<file path="config.mk">
export PLATFORM = sky130hd
export DESIGN_NAME = magnetron_ctrl
export DESIGN_NICKNAME = d
export VERILOG_FILES = /design/src/rtl/magnetron_ctrl.sv
export SDC_FILE = /design/constraint.sdc
export NUM_CORES = 1
export LEC_CHECK = 0
export CAP_MARGIN = 20
export CORE_UTILIZATION = 40
export DETAILED_ROUTE_END_ITERATION = 8
export PLACE_DENSITY = 0.77
export SLEW_MARGIN = 25
export SYNTH_ARGS = -nofsm -noshare
export SYNTH_HDL_FRONTEND = slang
export SYNTH_SLANG_ARGS = --single-unit
</file>
<file path="constraint.sdc">
create_clock -name clk -period 2.8 [get_ports clk]
set_clock_uncertainty 0.05 [all_clocks]
set_input_delay 0.42 -clock clk [delete_from_list [all_inputs] [get_ports clk]]
set_output_delay 0.42 -clock clk [all_outputs]
set_load 0.05 [all_outputs]
</file>
<file path="src/rtl/magnetron_ctrl.sv">
// Magnetron enable controller: IDLE/COOK/PAUSE FSM plus per-window duty cycling of mag_on.
// Latency: mag_on/cooking/paused follow inputs by 1 clk; door open or clear gates mag_on combinationally.
// Backpressure: none; level/edge button inputs are sampled every cycle and never stalled.
//
// Ports:
//   clk, rst                  clock (rising edge), asynchronous active-high reset
//   startn                    start button, active-low, falling-edge triggered
//   stopn, clearn             stop/pause and clear buttons, active-low levels
//   door_closed, timer_done   door switch (1 = closed), countdown expiry level
//   power_level[PWR_W]        on-cycles per PERIOD-cycle window
//   mag_on, cooking, paused   magnetron enable, FSM state decodes
//   beep                      end-of-cook pulse, present only when MAG_BEEP_EN is defined
//
// Optional feature macro: MAG_BEEP_EN (end-of-cook beep counter).
module magnetron_ctrl #(
  parameter int PWR_W       = 4,
  parameter int PERIOD      = 8,
  parameter int BEEP_CYCLES = 4
) (
  input  logic             clk,
  input  logic             rst,
  input  logic             startn,
  input  logic             stopn,
  input  logic             clearn,
  input  logic             door_closed,
  input  logic             timer_done,
  input  logic [PWR_W-1:0] power_level,
  output logic             mag_on,
  output logic             cooking,
  output logic             paused,
  output logic             beep
);

  localparam int PH_W  = $clog2(PERIOD);
  localparam int CMP_W = (PWR_W > PH_W) ? PWR_W : PH_W;
  localparam logic [PH_W-1:0] PH_LAST = PH_W'(PERIOD - 1);

  typedef enum logic [1:0] {
    IDLE  = 2'd0,
    COOK  = 2'd1,
    PAUSE = 2'd2
  } state_t;

  state_t             state, next_state;
  logic [PH_W-1:0]    phase, phase_next;
  logic [PWR_W-1:0]   pwr_q, pwr_next;
  logic               start_q;
  logic               mag_q, mag_next;
  logic               start_evt;
  logic [CMP_W-1:0]   phase_cmp, pwr_cmp;

  // One event per press: only the high-to-low transition of startn counts.
  assign start_evt = start_q & ~startn;

  always_comb begin
    next_state = state;
    if (!clearn || timer_done) begin
      next_state = IDLE;
    end else begin
      case (state)
        IDLE:    if (start_evt && door_closed)          next_state = COOK;
        COOK:    if (!door_closed || !stopn)            next_state = PAUSE;
        PAUSE:   if (start_evt && door_closed && stopn) next_state = COOK;
        default:                                        next_state = IDLE;
      endcase
    end
  end

  // Phase restarts on every COOK entry; power level is sampled only at window
  // boundaries so a mid-window change never produces a truncated window.
  always_comb begin
    phase_next = '0;
    pwr_next   = pwr_q;
    if (next_state == COOK) begin
      if (state != COOK) begin
        phase_next = '0;
        pwr_next   = power_level;
      end else if (phase == PH_LAST) begin
        phase_next = '0;
        pwr_next   = power_level;
      end else begin
        phase_next = phase + 1'b1;
      end
    end
  end

  assign phase_cmp = CMP_W'(phase_next);
  assign pwr_cmp   = CMP_W'(pwr_next);
  assign mag_next  = (next_state == COOK) && (phase_cmp < pwr_cmp);

  always_ff @(posedge clk or posedge rst) begin
    if (rst) begin
      state   <= IDLE;
      phase   <= '0;
      pwr_q   <= '0;
      start_q <= 1'b1;
      mag_q   <= 1'b0;
    end else begin
      state   <= next_state;
      phase   <= phase_next;
      pwr_q   <= pwr_next;
      start_q <= startn;
      mag_q   <= mag_next;
    end
  end

  // Door and clear are safety interlocks: they cut the magnetron without
  // waiting for the next clock edge.
  assign mag_on  = mag_q & door_closed & clearn;
  assign cooking = (state == COOK);
  assign paused  = (state == PAUSE);

`ifdef MAG_BEEP_EN
  localparam int BC_W = $clog2(BEEP_CYCLES + 1);
  logic [BC_W-1:0] beep_cnt;

  always_ff @(posedge clk or posedge rst) begin
    if (rst) begin
      beep_cnt <= '0;
    end else if (!clearn) begin
      beep_cnt <= '0;
    end else if (timer_done && (state != IDLE)) begin
      beep_cnt <= BC_W'(BEEP_CYCLES);
    end else if (beep_cnt != '0) begin
      beep_cnt <= beep_cnt - 1'b1;
    end
  end

  assign beep = (beep_cnt != '0);
`else
  // Keeps BEEP_CYCLES referenced when the beep counter is compiled out.
  logic [31:0] beep_unused;
  assign beep_unused = BEEP_CYCLES;
  assign beep        = 1'b0;
`endif

endmodule
</file>
==> key figures <==
Outcome
  – Status: finished, violations left
  – Failing checks: DRC

Synthesis
  – Post-synthesis sequential area ratio: a little over two fifths
  – Top cell type by total area after synthesis: dfrtp_1
  – Cell with the most instances after synthesis: dfrtp_1
  – Synthesized instance count: 52
  – Post-Syn Area per Cell: ~12 µm²
  – Number of synthesized flops with an enable pin: 0
  – Post-synth net total: 67
  – Asr flop ratio synth: 100%
  – Cell Area, Synth: ~630 µm²
  – Synth top area cells: dfrtp_1 39%, mux2_4 9.5%, ha_1 7.9%
  – Top cell type's share of synthesized area: 39.4%
  – Ys flop type: dfrtp_1
  – Flops & latches, synth: 11
  – Post-synth cell types: 28
  – Synth warn: 0
  – Post-synth top cells: 10 x dfrtp_1, 4 x and3_1, 4 x ha_1, 4 x mux2_4, 3 x a21oi_1

Setup path
  – CP cell instances: clkdlybuf4s50_1, nor2b_1, nor4b_4, o21a_1, and3_1, ha_1, a21oi_1, a21oi_1, o21ai_0, and3_1
  – Crit path to: mag_q$_DFF_PP0_
  – Critical path class: input pin to register
  – Worst R2R Path Depth: 10
  – CP Capture Type: register
  – Logic depth of the worst setup path including buffers: 10
  – Buf/Inv on CP: 1
  – Crit path max-delay family: simple AND/OR/NAND/NOR gates
  – CP Launch Point: stopn
  – Arrival @ worst endpoint: around 2.6 ns
  – CP max-delay cell: clkdlybuf4s50_1
  – Largest stage delay, worst path: 0.54 ns
  – Worst Path Max Fanout: 5
  – Worst Path Required: 2.95 ns
  – RR Startpoint: phase[0]$_DFF_PP0_
  – Reg2Reg Capture Point: mag_q$_DFF_PP0_
  – Nature of the critical path startpoint: input pin
  – R2r setup slk: between 0.4 and 0.5 ns

Clock tree
  – Clock latency on the worst-skew pair: 0.27 ns
  – Post-CTS Resized: 0
  – Max H-tree Level: 1
  – CTS Hold Bufs: 0
  – CTS tree: built
  – Number of buffers created by CTS: 3
  – Clk pin slew, worst setup/hold paths: 0.08 ns
  – Worst-case clock buffer depth: 2
  – Clock root cell: clkbuf_4
  – CTS sink cnt: 11
  – # Post-CTS Setup Buffers: 0

STA
  – Fin crit share: a little under nine tenths
  – RSZ-0062 raised after global routing: false
  – Final Setup Violations: 0
  – Final Max Slew Viols: 0
  – Final Hold Fails: 0
  – Fmax: 0.417 GHz
  – Minimum clock period: between 2 and 2.5 ns
  – Setup TNS: 0 ns

Global routing
  – GRT Overall Usage: 14.8%
  – Total grt overflow: 0
  – Initial antenna violation count: 0
  – Largest net degree at the start of global routing: 12
  – First-pass GRT wire length: 1.92 mm
  – Vias in the first global route: 445

Route
  – Routed length per instance: roughly 13 µm
  – ANT nets after route: 0
  – Via density: 5.21
  – First-pass DRT Iterations: 5
  – Remaining DRCs: 1
  – DRT Wirelength: 1.11 mm
  – Starting DRT DRC Count: 4
  – Detailed-route via count: 438

Layout
  – Nets: 84
  – Antenna Cells: 0
  – Final design utilization: 54.0%
  – Area grow syn2layout: 26.8%
  – Share of cells above drive strength 1: between 20% and 30%

Min path
  – Hold Crit Class: input pin to async pin

Power
  – Worst vdd ir: 249 µV
  – Leakage: 0.409 nW
  – Power Density: 445 nW/µm²

Place
  – PortBufs: 13
  – DP HPWL: roughly 870 µm
  – Placer Congestion: 0.728

Floorplan
  – Chip width: 41.8 µm
  – Initial Utilization: between 40% and 50%
  – Core Rows: 14
  – Io pins: 15
  – Placeable Area: 1490 µm²
  – Total die area: 1750 µm²
  – Die outline height: 41.8 µm

Job
  – Max Cap Viol: 0
-- sequential cells by signal (all words and copies together) (netlist names) --
| name | count |
|---|---|
| start_q | 1 |
| phase | 3 |
| state | 2 |
| pwr_q | 4 |
| mag_q | 1 |
-- logic make-up after synthesis --
| family | after synthesis | synth area share, % |
|---|---|---|
| adders and majority gates | 4 | 7.89 |
| AOI/OAI and AO/OA | 8 | 9.27 |
| DFF | 11 | 43.6 |
| other | 1 | 0.591 |
| buffers and inverters | 3 | 2.37 |
| muxes | 6 | 12.6 |
| and+or+nand+nor | 19 | 23.7 |
-- cell type report --
cell class | count | area, µm²
fillers | 125 | 684
multi-input cells | 38 | 343
flip-flops and latches | 11 | 277
repair buffers | 13 | 130
clock buffers | 3 | 22.5
well taps | 16 | 20.0
inverters | 2 | 7.51
clock inverters | 1 | 5.00
-- worst min path at each step --
| stage | to | slack (ns) | depth (start not counted) |
|---|---|---|---|
| finish | pwr_q[0]$_DFF_PP0_ | 0.38 | 2 |
| global route | pwr_q[0]$_DFF_PP0_ | 0.42 | 2 |
| CTS | pwr_q[0]$_DFF_PP0_ | 0.39 | 2 |
| detailed placement | pwr_q[1]$_DFF_PP0_ | 0.45 | 1 |
| global placement | pwr_q[0]$_DFF_PP0_ | 0.44 | 1 |
| floorplan | mag_q$_DFF_PP0_ | 0.22 | 1 |
-- layer usage --
metal | GRT usage, % | part of all wire [%] | vias to the layer above
li1 | - | - | 220
met1 | 17.5 | 45 | 202
met2 | 23.8 | 47 | 16
met3 | 6.09 | 7.8 | 0
met4 | 5.81 | 0 | 0
met5 | 0 | 0 | -
-- worst reg2reg max path, delay by kind of cell, from the launching register on --
family          cells  cell delay (ns)
fa+ha+maj           3             0.66
compound gates      4             0.56
flops               1             0.40
simple gates        2             0.33
mux                 1             0.24
-- layout by cell type, fill, tap and decap left out --
| master | synthesis | routed |
|---|---|---|
| nor2b_2 | 1 | 1 |
| dfstp_2 | 1 | 1 |
| and3_1 | 4 | 4 |
| and2_1 | 2 | 2 |
| clkbuf_4 | 0 | 3 |
| ha_1 | 4 | 4 |
| nand2_1 | 2 | 2 |
| mux2i_1 | 2 | 2 |
| nor4b_4 | 1 | 1 |
| a21oi_1 | 3 | 3 |
| o21ai_4 | 1 | 1 |
| clkdlybuf4s50_1 | 0 | 13 |
| nor3b_1 | 1 | 1 |
| o21a_1 | 1 | 1 |
| nor3b_2 | 1 | 1 |
| a22oi_1 | 1 | 1 |
| o21ai_0 | 1 | 1 |
| conb_1 | 1 | 1 |
| nand4b_1 | 1 | 1 |
| dfrtp_1 | 10 | 10 |
| inv_1 | 2 | 2 |
| and3_4 | 1 | 1 |
| and2b_2 | 1 | 1 |
| clkinv_2 | 0 | 1 |
| mux2_4 | 4 | 4 |
| nor2b_1 | 1 | 1 |
| and3b_1 | 1 | 1 |
| o211ai_1 | 1 | 1 |
| nor2_1 | 1 | 1 |
| nor3_1 | 1 | 1 |
-- through the flow --
| stage | instances | hold WS (ns) | setup slack, ns | power [mW] | cell area, µm² |
|---|---|---|---|---|---|
| 6_report | 84 | 0.383 | 0.402 | 0.358 | 805 |
| 5_1_grt | 84 | 0.420 | 0.344 | 0.382 | 805 |
| 4_1_cts | 84 | 0.392 | 0.431 | 0.365 | 805 |
| 3_5_place_dp | 80 | 0.452 | 0.162 | 0.255 | 777 |
| 3_3_place_gp | 80 | 0.442 | 0.254 | 0.253 | 777 |
| 2_1_floorplan | 52 | 0.222 | 0.503 | 0.229 | 634 |
-- power by group --
part	switching, mW	internal, mW	total, mW
logic	0.0257	0.0412	0.0668
clock network	0.0537	0.0528	0.107
registers	0.0101	0.174	0.184
Power figures use the tool's default switching activity.
